===== config.mk =====
export PLATFORM = sky130hd
export DESIGN_NAME = ps2_hotkeys
export DESIGN_NICKNAME = d
export VERILOG_FILES = /design/src/rtl/ps2_hotkeys.sv
export SDC_FILE = /design/constraint.sdc
export NUM_CORES = 1
export LEC_CHECK = 0
export CORE_MARGIN = 2
export CORE_UTILIZATION = 29
export DETAILED_ROUTE_END_ITERATION = 16
export HOLD_SLACK_MARGIN = 0.05
export SKIP_CTS_REPAIR_TIMING = 1
export SLEW_MARGIN = 20
export SYNTH_ARGS = -nofsm -noshare
export SYNTH_HDL_FRONTEND = slang
export SYNTH_SLANG_ARGS = --single-unit

===== constraint.sdc =====
create_clock -name clock -period 1.6 [get_ports clock]
set_clock_uncertainty 0.15 [all_clocks]
set_input_delay 0.16 -clock clock [delete_from_list [all_inputs] [get_ports clock]]
set_output_delay 0.16 -clock clock [all_outputs]
set_load 0.005 [all_outputs]

===== src/rtl/ps2_hotkeys.sv =====
// PS/2 hotkey decoder.
// Follows the receiver's byte stream and decodes the F0 (release) and E0
// (extended) prefixes. It tracks the level of the machine-control keys and
// turns them into registered reset, NMI, ROM-select, multiboot, tape-save
// and video-mode controls for the rest of the top level.
module ps2_hotkeys #(
    parameter logic ROM_INIT = 1'b0,
    parameter logic VGA_INIT = 1'b0
) (
    input  logic        clock,
    input  logic        reset,
    input  logic        ce,
    input  logic        strb,
    input  logic [7:0]  code,
    input  logic        cfgLd,
    input  logic        cfgVga,
    output logic        make,
    output logic        extd,
    output logic [10:0] keys,
    output logic        rstn,
    output logic        nmi,
    output logic        rom,
    output logic        boot,
    output logic        save,
    output logic        vga
);

    // Bit positions inside the active-low key level vector
    localparam int K_F1   = 0;
    localparam int K_F2   = 1;
    localparam int K_F5   = 2;
    localparam int K_F10  = 3;
    localparam int K_F11  = 4;
    localparam int K_F12  = 5;
    localparam int K_BS   = 6;
    localparam int K_DEL  = 7;
    localparam int K_ALT  = 8;
    localparam int K_CTRL = 9;
    localparam int K_SLCK = 10;

    // Bit positions inside the edge-tracked subset {slck, F10, F2, F1}
    localparam int E_F1   = 0;
    localparam int E_F2   = 1;
    localparam int E_F10  = 2;
    localparam int E_SLCK = 3;

    logic        make_q,  make_d;
    logic        extd_q,  extd_d;
    logic [10:0] keys_q,  keys_d;
    logic [3:0]  dly_q,   dly_d;
    logic [3:0]  pulse_q, pulse_d;
    logic        rom_q,   rom_d;
    logic        save_q,  save_d;
    logic        vga_q,   vga_d;
    logic        rstn_q,  rstn_d;
    logic        nmi_q,   nmi_d;
    logic        boot_q,  boot_d;

    logic [3:0]  tracked;
    logic        byte_en;
    logic        ctrl_alt_del;

    assign byte_en      = ce & strb;
    assign tracked      = {keys_q[K_SLCK], keys_q[K_F10], keys_q[K_F2], keys_q[K_F1]};
    assign ctrl_alt_del = ~keys_q[K_CTRL] & ~keys_q[K_ALT] & ~keys_q[K_DEL];

    // Prefix and key-level decode. A non-prefix byte takes the pending make
    // state and then clears both prefixes. E0 is not used when matching.
    always_comb begin
        make_d = make_q;
        extd_d = extd_q;
        keys_d = keys_q;
        if (byte_en) begin
            case (code)
                8'hF0: make_d = 1'b1;
                8'hE0: extd_d = 1'b1;
                default: begin
                    make_d = 1'b0;
                    extd_d = 1'b0;
                    case (code)
                        8'h05:   keys_d[K_F1]   = make_q;
                        8'h06:   keys_d[K_F2]   = make_q;
                        8'h03:   keys_d[K_F5]   = make_q;
                        8'h09:   keys_d[K_F10]  = make_q;
                        8'h78:   keys_d[K_F11]  = make_q;
                        8'h07:   keys_d[K_F12]  = make_q;
                        8'h66:   keys_d[K_BS]   = make_q;
                        8'h71:   keys_d[K_DEL]  = make_q;
                        8'h11:   keys_d[K_ALT]  = make_q;
                        8'h14:   keys_d[K_CTRL] = make_q;
                        8'h7E:   keys_d[K_SLCK] = make_q;
                        default: keys_d = keys_q;
                    endcase
                end
            endcase
        end
    end

    // Press-pulse detection and the derived control outputs. The pulse
    // registers one ce period after the level falls. Auto-repeat leaves the
    // delayed copy low, so it cannot retrigger a pulse.
    always_comb begin
        dly_d   = dly_q;
        pulse_d = pulse_q;
        rom_d   = rom_q;
        save_d  = save_q;
        vga_d   = vga_q;
        rstn_d  = rstn_q;
        nmi_d   = nmi_q;
        boot_d  = boot_q;
        if (ce) begin
            dly_d   = tracked;
            pulse_d = ~tracked & dly_q;
            if (pulse_q[E_F1]) begin
                rom_d = 1'b0;
            end else if (pulse_q[E_F2]) begin
                rom_d = 1'b1;
            end
            if (pulse_q[E_F10]) begin
                save_d = ~save_q;
            end
            if (pulse_q[E_SLCK]) begin
                vga_d = ~vga_q;
            end
            rstn_d = ~(~keys_q[K_F12] | ctrl_alt_del | pulse_q[E_F1] | pulse_q[E_F2]);
            nmi_d  = keys_q[K_F5];
            boot_d = ~keys_q[K_F11] & (~keys_q[K_CTRL] | ~keys_q[K_ALT] | ~keys_q[K_BS]);
        end
        if (cfgLd) begin
            vga_d = cfgVga;
        end
    end

    // State registers; power-on reset only
    always_ff @(posedge clock or negedge reset) begin
        if (!reset) begin
            make_q  <= 1'b0;
            extd_q  <= 1'b0;
            keys_q  <= 11'h7FF;
            dly_q   <= 4'hF;
            pulse_q <= 4'h0;
            rom_q   <= ROM_INIT;
            save_q  <= 1'b0;
            vga_q   <= VGA_INIT;
            rstn_q  <= 1'b1;
            nmi_q   <= 1'b1;
            boot_q  <= 1'b0;
        end else begin
            make_q  <= make_d;
            extd_q  <= extd_d;
            keys_q  <= keys_d;
            dly_q   <= dly_d;
            pulse_q <= pulse_d;
            rom_q   <= rom_d;
            save_q  <= save_d;
            vga_q   <= vga_d;
            rstn_q  <= rstn_d;
            nmi_q   <= nmi_d;
            boot_q  <= boot_d;
        end
    end

    assign make = make_q;
    assign extd = extd_q;
    assign keys = keys_q;
    assign rstn = rstn_q;
    assign nmi  = nmi_q;
    assign rom  = rom_q;
    assign boot = boot_q;
    assign save = save_q;
    assign vga  = vga_q;

endmodule


### Word-level counts from Yosys, hierarchy flattened

Index checks and enable logic that the tools add are counted.

* bits in registers: 27
* memory bits (writable): 0
* output and inout port bits: 19
* bits in read-only memories: 0
* latch bits: 0
* memories kept: 0

* mux-type cells: 7
* add/sub/neg operators: 0
* bitwise operators: 23
* shift operators: 0
* multipliers: 0
* div/mod/pow operators: 0
* eq/ne operators: 13
* reductions and logical operators: 20
* magnitude comparators: 0

Operators by type and width (number)
* AND reduction 3 bit: 11
* == test 8 x 7 -> 1 bit (second input constant): 4
* == test 8 x 3 -> 1 bit (second input constant): 3
* == test 8 x 5 -> 1 bit (second input constant): 2
* == test 8 bit (second input constant): 2
* inverter 1 bit: 12
* AND reduction 2 bit: 5
* == test 8 x 2 -> 1 bit (second input constant): 1
* == test 8 x 4 -> 1 bit (second input constant): 1
* nonzero test 2 bit: 3
* 2-to-1 mux 1 bit: 5
* bitwise OR 1 bit: 5
* AND 1 bit: 4
* AND 4 bit: 1
* inverter 4 bit: 1
* case mux 1 bit (2 select lines): 2
* OR reduction 2 bit: 1

### Depth between registers and ports, before layout

Gate-level depths: netlist (run 1).

* depth after elaboration: 7
* depth in mapped cells: 4
* gate-level depth less buffers: 4

### Worst setup path before layout (run 1)

Ideal clock, no wire load.

* path type: input-to-reg
* start point: input port code[5]
* end point: register keys_q[2], in the netlist keys[2]
* stages on the path: 4
* path slack: 0.403 ns
* arrival: 0.963 ns
* setup time: 0.085 ns
* cell sequence: nor3_2 -> and2_1 -> nand4_1 -> mux2_1

* word-level cells in the longest chain between the ends: 4
* elaborated cells between the ends (all ways): 6
* classes of those cells: 3 x eq/ne; 1 x bitwise; 2 x reduce/logical

RTL lines
* start: declaration: line 14 `input logic [7:0] code,`
* == test 8 bit: line 74 `case (code)`
* OR reduction 2 bit (no source line)
* inverter 1 bit (no source line)
* AND reduction 3 bit (no source line) (*)
* end signal: assignment: line 151 `keys_q <= keys_d;`
* end: declaration: line 49 `logic [10:0] keys_q, keys_d;`

Every way passes the cells marked *; elsewhere a longest branch is shown, timed or not.
A chain may end at the register's enable or synchronous reset.

### Final worst setup path (run 1)

* start point: input port ce
* end point: register keys_q[2], in the netlist keys[2]

* word-level cells in the longest chain between the ends: 2

RTL lines
* start: declaration: line 12 `input logic ce,`
* AND 1 bit: line 63 `assign byte_en = ce & strb;`
* AND reduction 3 bit (no source line)

Every way passes these cells.

==> out/qor.yml, run 1 <==
cts:
  clk_latency_ns: 0.28
  cts_buffer_depth: 2
  h-tree-depth: 1
  numCtsBuffers: 3
  cts_tree: "built"
  cts.reportedPaths.clkPinSlew_ns: 0.10
  cts_root_buf: "clkbuf_8"
  cts.sinks: 27
status:
  status: "finished, final reports clean"
floorplan:
  die_h_um: 68.9
  design.core.area_um2: 4030
  rows: 23
  pin_count: 33
  start_util_pct: 30.3
  die_w_um: 68.9
  dieArea_um2: 4750
pwr:
  peakVddDrop_uv: 382
  power_leakage_nw: 0.954
  power_density_nw_per_um2: 766
final_layout:
  area_growth_syn_to_layout_pct: 48.9
  antennaDiodeCount: 0
  register_area_um2: 697
  final_core_util_pct: 45.2
  layout_common_cells: "19 x clkdlybuf4s50_1, 19 x buf_4, 17 x dfstp_2, 13 x mux2_2, 13 x dlymetal6s2s_1"
  drive_gt1_share_pct: 34.2
  multiInputGateArea_um2: 494
  fillers: 403
  layout.cells.non_filler: 211
  nNetsFinal: 176
grt:
  grt_pass1_vias: 969
  grt.total_usage_pct: 13.4
  grt_overflow_total: 0
  grt_pass1_wl_mm: 4.64
  grt_start_max_net_pins: 28
  antenna_found_initial: 0
logic_synthesis:
  yosys_warnings: 0
  synthesis.area_um2: 1220
  synth-seq-cells: 27
  synth.avg_cell_area_um2: 11.3
  syn_inst: 108
  ys_seq_area_share_pct: 57.0
  synth_nets: 122
  synth_cell_types: 29
timing:
  final.min_clock_period_ns: 1.52
  fin_crit_sh_pct: 94.7
  setup_viol: 0
  setup_slack_ns: 0.0847
  rsz0062_at_grt: "false"
  hold_viol: 0
  timing.hold.ws_ns: 0.0957
  worst_slew_pin_slew_ns: 0.330
  maxSlewViolCount: 0
  relSlewSlack_pct: 78.0
  fmax_ghz: 0.660
critical_path:
  rrSetupSlack_ns: 0.38
  cp.arrival_ns: 1.58
  reg2regPathDepth: 3
  worst-setup-path-type: "in2reg"
  end_kind: "flip-flop"
  path_max_fanout: 5
  required_ns: 1.66
  reg2reg_from: "keys[8]"
  crit_slowest_cell: "clkdlybuf4s50_1"
  cp_slowest_stage_delay_ns: 0.55
  cp_num_buf_inv: 1
  path_cells: "clkdlybuf4s50_1 -> and3b_1 -> and2_1 -> nand4_1 -> mux2_1"
  crit_family: "buffers and inverters"
  crit_path_start_kind: "input pin"
  r2r-end: "rstn"
drt:
  drc: 0
  ant_nets: 0
  post_drt_wl_per_cell_um: 13.4
  drt-pass1-iter-count: 4
  wl_mm: 2.82
  drt_iter0_drc: 63
  routed_via_density: 4.75
  vias: 1003
placed_design:
  finalWeightedCongestion: 0.914
  pre_cts_ws_ns: -0.216
  io_buffer_count: 32
  placed_cells: 204
  dpl.hpwl_mm: 2.14
min_path:
  hp-class: "in2async"
job:
  maxCapViolCount: 0
[how the worst max path moves through the flow]
| stage | cells after the start | slack, ns | startpoint | to |
|---|---|---|---|---|
| floorplan | 4 | 0.40 | code[5] | keys[2] |
| global placement | 5 | -0.13 | ce | keys[2] |
| detailed placement | 5 | -0.22 | ce | keys[2] |
| CTS | 1 | -0.08 | keys[8] | keys[8] |
| global route | 5 | 0.03 | ce | keys[2] |
| finish | 5 | 0.08 | ce | keys[2] |
[cell families after synthesis]
family / Yosys count / share of synthesized area (%)
simple gates: 40 / 18.1
flops: 27 / 57.0
compound gates: 17 / 7.98
mux: 14 / 12.9
buf+inv: 8 / 2.56
xor+xnor: 2 / 1.43
[final cells by class]
class | instances | area share (%)
clock buffers | 3 | 2.27
well taps | 50 | 3.44
flip-flops and latches | 27 | 38.3
inverters | 6 | 1.24
repair buffers | 51 | 27.2
multi-input cells | 73 | 27.1
clock inverters | 1 | 0.412
[cell usage after synthesis]
| master | number | area, um2 |
|---|---|---|
| nand4b_1 | 1 | 8.76 |
| nor2_1 | 6 | 22.5 |
| and3b_1 | 1 | 8.76 |
| and4_1 | 1 | 8.76 |
| nor3_2 | 2 | 20.0 |
| dfstp_2 | 17 | 447 |
| a21oi_1 | 3 | 15.0 |
| nand2_1 | 10 | 37.5 |
| and2_1 | 1 | 6.26 |
| or3_1 | 1 | 6.26 |
| nand3_1 | 4 | 20.0 |
| nand3b_1 | 2 | 15.0 |
| nand2b_1 | 1 | 6.26 |
| buf_2 | 1 | 5.00 |
| and3_1 | 1 | 6.26 |
| nor3_1 | 1 | 5.00 |
| o22ai_1 | 2 | 12.5 |
| a31oi_1 | 2 | 12.5 |
| nand4_1 | 5 | 31.3 |
| o21ai_0 | 7 | 35.0 |
| nor2b_1 | 3 | 18.8 |
| xor2_1 | 1 | 8.76 |
| o31ai_1 | 3 | 22.5 |
| clkbuf_1 | 1 | 3.75 |
| mux2_1 | 1 | 11.3 |
| xnor2_1 | 1 | 8.76 |
| dfrtp_1 | 10 | 250 |
| inv_1 | 6 | 22.5 |
| mux2_2 | 13 | 146 |
[sequential cells by signal, summed over array words and instances, names as in the netlist]
signal	cells
dly_q	4
boot	1
nmi	1
rom	1
pulse_q	4
make	1
keys	11
vga	1
rstn	1
save	1
extd	1
[per-stage QoR]
stage / power (mW) / area, um2 / setup TNS, ns
finish: 1.40 / 1820 / 0
detailed placement: 1.02 / 1720 / -1.34
global placement: 1.01 / 1720 / -1.06
CTS: 1.42 / 1770 / -0.646
global route: 1.48 / 1820 / 0
floorplan: 0.838 / 1220 / 0
[power breakdown]
group | internal, mW | switching, mW | total [mW]
Clock | 0.177 | 0.218 | 0.395
Combinational | 0.146 | 0.0996 | 0.246
Sequential | 0.731 | 0.0237 | 0.754
[per-layer routing]
layer  vias to the layer above  GRT usage (%)  wire (um)
li1                        490              -          -
met1                       476           18.4       1310
met2                        33           20.6       1280
met3                         4           2.27        182
met4                         0           6.37         47
met5                         -              0          0
Note: power is estimated with default switching activity, not from simulation.
==> run 2, diff against run 1 <==
- CAP_MARGIN: not set -> 20
- PLACE_DENSITY: not set -> 0.62
==> run 2 against run 1 <==
  * Non-clock buffer count stayed put
  * Critical endpoint is now keys[8]
  * Clock-buffer cell count stayed put
  * Final area hardly changed
==> out/qor.yml, run 2 (synthesis gave the netlist of run 1 again) <==
grt:
  grt.total_usage_pct: 12.8  # -0.60 points
  antenna_found_initial: 0  # unchanged
  grt_overflow_total: 0  # unchanged
  grt_pass1_vias: 986  # +1.8%
  grt_pass1_wl_mm: 4.53  # -2.5%
  grt_start_max_net_pins: 28  # unchanged
critical_path:
  crit_family: "simple AND/OR/NAND/NOR gates"
  cp_slowest_stage_delay_ns: 0.52  # -0.03 ns
  cp.arrival_ns: 1.58  # about the same
  rrSetupSlack_ns: 0.39  # about the same
  path_max_fanout: 6  # +1
  reg2reg_from: "keys[8]"
  crit_slowest_cell: "clkdlybuf4s50_1"
  path_cells: "clkdlybuf4s50_1 -> nand2b_1 -> nor3_1 -> nand4_1 -> mux2_2"
  required_ns: 1.67  # about the same
  crit_path_start_kind: "input pin"
  reg2regPathDepth: 3  # unchanged
  worst-setup-path-type: "in2reg"
  cp_num_buf_inv: 1  # unchanged
  r2r-end: "rstn"
  end_kind: "flip-flop"
cts:
  numCtsBuffers: 3  # unchanged
  clk_latency_ns: 0.28  # about the same
  cts_tree: "built"
  cts.sinks: 27  # unchanged
  cts_root_buf: "clkbuf_8"
  cts.reportedPaths.clkPinSlew_ns: 0.10  # about the same
  h-tree-depth: 1  # unchanged
  cts_buffer_depth: 2  # unchanged
placed_design:
  finalWeightedCongestion: 0.912  # -0.14%
  place_area_um2: 1720  # unchanged
  placed_cells: 204  # unchanged
  io_buffer_count: 32  # unchanged
  dpl.hpwl_mm: 2.08  # -2.8%
final_layout:
  drive_gt1_share_pct: 34.8  # +0.62 points
  area_growth_syn_to_layout_pct: 49.0  # about the same
  layout.cells.non_filler: 211  # unchanged
  final_core_util_pct: 45.2  # about the same
  largest_reg_flops: 11  # unchanged
  fin_area_um2: 1820  # about the same
  antennaDiodeCount: 0  # unchanged
  layout_common_cells: "19 x clkdlybuf4s50_1, 19 x buf_4, 17 x dfstp_2, 13 x mux2_2, 13 x dlymetal6s2s_1"
  fillers: 407  # +0.99%
  nNetsFinal: 176  # unchanged
timing:
  fin_crit_sh_pct: 94.9  # +0.18 points
  hold_viol: 0  # unchanged
  final.min_clock_period_ns: 1.52  # +0.00284 ns
  worst_slew_pin_slew_ns: 0.328  # -0.00215 ns
  setup_viol: 0  # unchanged
  maxSlewViolCount: 0  # unchanged
  relSlewSlack_pct: 78.1  # +0.14 points
  fmax_ghz: 0.659  # -0.19%
  rsz0062_at_grt: "false"
job:
  maxCapViolCount: 0  # unchanged
floorplan:
  die_h_um: 68.9  # unchanged
  pin_count: 33  # unchanged
  dieArea_um2: 4750  # unchanged
  die_w_um: 68.9  # unchanged
  start_util_pct: 30.3  # unchanged
  rows: 23  # unchanged
  design.core.area_um2: 4030  # unchanged
drt:
  routed_via_density: 4.78  # +0.60%
  wl_mm: 2.82  # about the same
  vias: 1009  # +0.60%
  ant_nets: 0  # unchanged
  drt_iter0_drc: 24  # -62%
  drt-pass1-iter-count: 4  # unchanged
  drc: 0  # unchanged
  post_drt_wl_per_cell_um: 13.4  # about the same
pwr:
  peakVddDrop_uv: 339  # -11%
  power_density_nw_per_um2: 768  # +0.19%
  power_leakage_nw: 0.953  # -0.14%
min_path:
  hp-class: "in2async"
status:
  status: "finished, final reports clean"
run 2: cell counts in the layout (fill, tap and decap cells not counted):
Identical to the previous run, type by type.
run 2: per-stage QoR:
step	power [mW]	worst slack (ns)	TNS, ns	hold slack (ns)
2_1_floorplan	0.838	0.403	0	-0.286
3_3_place_gp	1.01	-0.181	-1.10	0.305
3_5_place_dp	1.02	-0.196	-1.38	0.310
4_1_cts	1.42	-0.0666	-0.647	0.115
5_1_grt	1.47	0.0193	0	0.122
6_report	1.40	0.0819	0	0.0964
run 2: layer usage:
| metal | global-route usage (%) | vias up | share of wire (%) |
|---|---|---|---|
| met3 | 1.95 | 5 | 5.3 |
| met4 | 4.90 | 0 | 1.4 |
| met5 | 0 | - | 0 |
| met1 | 16.1 | 481 | 45 |
| met2 | 22.2 | 33 | 48 |
| li1 | - | 490 | - |
run 2: cell type report:
cell class | count | area [um2] | share of cell area [%]
Timing Repair Buffer | 51 | 495 | 27.2
Clock buffer | 3 | 41.3 | 2.27
Clock inverter | 1 | 7.51 | 0.412
Multi-Input combinational cell | 73 | 495 | 27.2
Tap cell | 50 | 62.6 | 3.43
Sequential cell | 27 | 697 | 38.3
Inverter | 6 | 22.5 | 1.24
run 2: power breakdown:
part / internal [mW] / switching, mW / total [mW] / leakage (nW)
registers: 0.731 / 0.0246 / 0.755 / 0.302
clock network: 0.177 / 0.220 / 0.397 / 0.0217
logic: 0.147 / 0.100 / 0.247 / 0.629
total: 1.05 / 0.344 / 1.40 / 0.953
run 2: how the worst max path moves through the flow:
stage / start / end / slack (ns) / depth (start not counted)
floorplan: code[5] / keys[2] / 0.40 / 4
global placement: ce / keys[2] / -0.18 / 5
detailed placement: ce / keys[2] / -0.20 / 5
CTS: keys[9] / keys[9] / -0.07 / 1
global route: code[1] / keys[8] / 0.02 / 5
finish: code[1] / keys[8] / 0.08 / 5
run 2: worst reg2reg max path, stage by stage (launching register included):
cell,delay [ns]
dfstp_2,0.39
or3_1,0.40
nand4_1,0.10
o21ai_0,0.09
==> run 3, diff against run 2 <==
- PLACE_DENSITY: 0.62 -> 0.5
==> run 3 against run 2 <==
  * Critical path depth down 4
  * Sequential cell count unchanged
  * Sequential power up 0.5%
  * Worst setup slack worse by 0.026 ns
  * Largest cell class unchanged
  * Largest power group unchanged
==> out/qor.yml, run 3 (synthesis gave the netlist of run 1 again) <==
cts:
  cts.reportedPaths.clkPinSlew_ns: 0.09  # about the same
  clk_latency_ns: 0.27  # about the same
  cts_tree: "built"
  numCtsBuffers: 3  # unchanged
  cts.sinks: 27  # unchanged
  cts_buffer_depth: 2  # unchanged
  cts_root_buf: "clkbuf_8"
  h-tree-depth: 1  # unchanged
pwr:
  p_clk_share_pct: 27.9  # -0.4 points
  power.net_switching_mw: 0.338  # -2.0%
  power_leakage_nw: 0.964  # +1.2%
  power.share.switching_pct: 24.2  # -0.44 points
  power_density_nw_per_um2: 762  # -0.82%
  power.total_mw: 1.40  # -0.21%
  p_seq_share_pct: 54.3  # +0.3 points
  peakVddDrop_uv: 304  # -10%
  p_int_mw: 1.06  # +0.37%
  pwr-share-comb_pct: 17.8  # about the same
drt:
  vias: 1031  # +2.2%
  post_drt_wl_per_cell_um: 13.3  # -0.27%
  drc: 0  # unchanged
  wl_mm: 2.84  # +0.67%
  routed_via_density: 4.84  # +1.2%
  ant_nets: 0  # unchanged
  drt_iter0_drc: 16  # -33%
  drt-pass1-iter-count: 4  # unchanged
grt:
  antenna_found_initial: 0  # unchanged
  grt_pass1_vias: 1019  # +3.3%
  grt.total_usage_pct: 13.7  # +0.87 points
  grt_pass1_wl_mm: 4.72  # +4.3%
  grt_start_max_net_pins: 28  # unchanged
  grt_overflow_total: 0  # unchanged
timing:
  fmax_ghz: 0.647  # -1.7%
  setup_slack_ns: 0.0555  # -0.0264 ns
  setup_viol: 0  # unchanged
  hold_viol: 0  # unchanged
  fin_crit_sh_pct: 96.5  # +1.6 points
  relSlewSlack_pct: 76.8  # -1.3 points
  rsz0062_at_grt: "false"
  maxSlewViolCount: 0  # unchanged
  final.min_clock_period_ns: 1.54  # +0.0264 ns
  timing.hold.ws_ns: 0.0961  # -0.000326 ns
  worst_slew_pin_slew_ns: 0.348  # +0.0201 ns
floorplan:
  die_h_um: 68.9  # unchanged
  die_w_um: 68.9  # unchanged
  start_util_pct: 30.3  # unchanged
  rows: 23  # unchanged
  design.core.area_um2: 4030  # unchanged
  pin_count: 33  # unchanged
  dieArea_um2: 4750  # unchanged
critical_path:
  worst-setup-path-type: "reg2out"
  crit_path_start_kind: "flip-flop"
  path_max_fanout: 4  # -2
  reg2reg_from: "keys[7]"
  r2r-end: "rstn"
  crit_slowest_cell: "clkdlybuf4s50_1"
  critPathCapture: "make"
  cp.arrival_ns: 1.23  # -0.35 ns
  rrSetupSlack_ns: 0.34  # -0.05 ns
  crit_family: "buffers and inverters"
  path_cells: "clkdlybuf4s50_1"
  reg2regPathDepth: 4  # +1
  crit_start: "make"
  required_ns: 1.29  # -0.38 ns
  end_kind: "output port"
  cp_num_buf_inv: 1  # unchanged
  cp_slowest_stage_delay_ns: 0.54  # +0.02 ns
  cp.depth: 1  # -4
final_layout:
  nNetsFinal: 178  # +1.1%
  area_growth_syn_to_layout_pct: 49.9
  drive_gt1_share_pct: 35.0  # +0.19 points
  fin_area_um2: 1830  # +0.62%
  fillers: 395  # -2.9%
  final_core_util_pct: 45.5  # +0.28 points
  largest_reg_flops: 11  # unchanged
  layout_common_cells: "21 x buf_4, 19 x clkdlybuf4s50_1, 17 x dfstp_2, 13 x mux2_2, 13 x dlymetal6s2s_1"
  antennaDiodeCount: 0  # unchanged
  final_common_cell: "buf_4"
placed_design:
  place_area_um2: 1730  # +0.87%
  finalWeightedCongestion: 0.955  # +4.7%
  dpl.hpwl_mm: 2.13  # +2.0%
  io_buffer_count: 32  # unchanged
  pre_cts_ws_ns: -0.228  # -0.0321 ns
job:
  maxCapViolCount: 0  # unchanged
status:
  status: "finished, final reports clean"
min_path:
  hp-class: "in2async"
==> run 3: cell types whose count changed in the layout (fill, tap and decap cells not counted), sizes merged <==
cell      previous run  this run
clkbuf               3         4
buf                 19        21
clkinvlp             1         0
==> run 3: cell type report <==
type	count	area, um2	area share (%)
multi-input cells	73	495	27.0
repair buffers	53	510	27.8
flip-flops and latches	27	697	38.0
clock buffers	4	45.0	2.46
well taps	50	62.6	3.41
inverters	6	22.5	1.23
==> run 3: worst min path at each step <==
stage	slack, ns	endpoint	startpoint	cells past startpoint
2_1_floorplan	-0.29	boot	reset	0
3_3_place_gp	0.31	rstn	rstn	2
3_5_place_dp	0.32	rstn	rstn	2
4_1_cts	0.11	boot	reset	2
5_1_grt	0.15	boot	reset	2
6_report	0.1	boot	reset	2
==> run 3: per-stage QoR <==
| stage | setup TNS, ns | cells |
|---|---|---|
| finish | 0 | 213 |
| detailed placement | -1.39 | 206 |
| global placement | -1.06 | 206 |
| global route | 0 | 213 |
| floorplan | 0 | 108 |
| CTS | -0.672 | 210 |
==> run 3: power groups by stage <==
stage / clock network, mW / registers, mW / logic, mW
floorplan: 0 / 0.772 / 0.0658
global placement: 0 / 0.770 / 0.247
detailed placement: 0 / 0.772 / 0.249
CTS: 0.413 / 0.760 / 0.249
global route: 0.435 / 0.765 / 0.276
finish: 0.389 / 0.759 / 0.248
==> run 3: routing by layer <==
| layer | wire length (um) | track usage, % | up-vias |
|---|---|---|---|
| met5 | 0 | 0 | - |
| met4 | 48 | 5.15 | 0 |
| met3 | 114 | 2.60 | 6 |
| met2 | 1350 | 22.0 | 30 |
| met1 | 1330 | 18.3 | 496 |
| li1 | - | - | 499 |
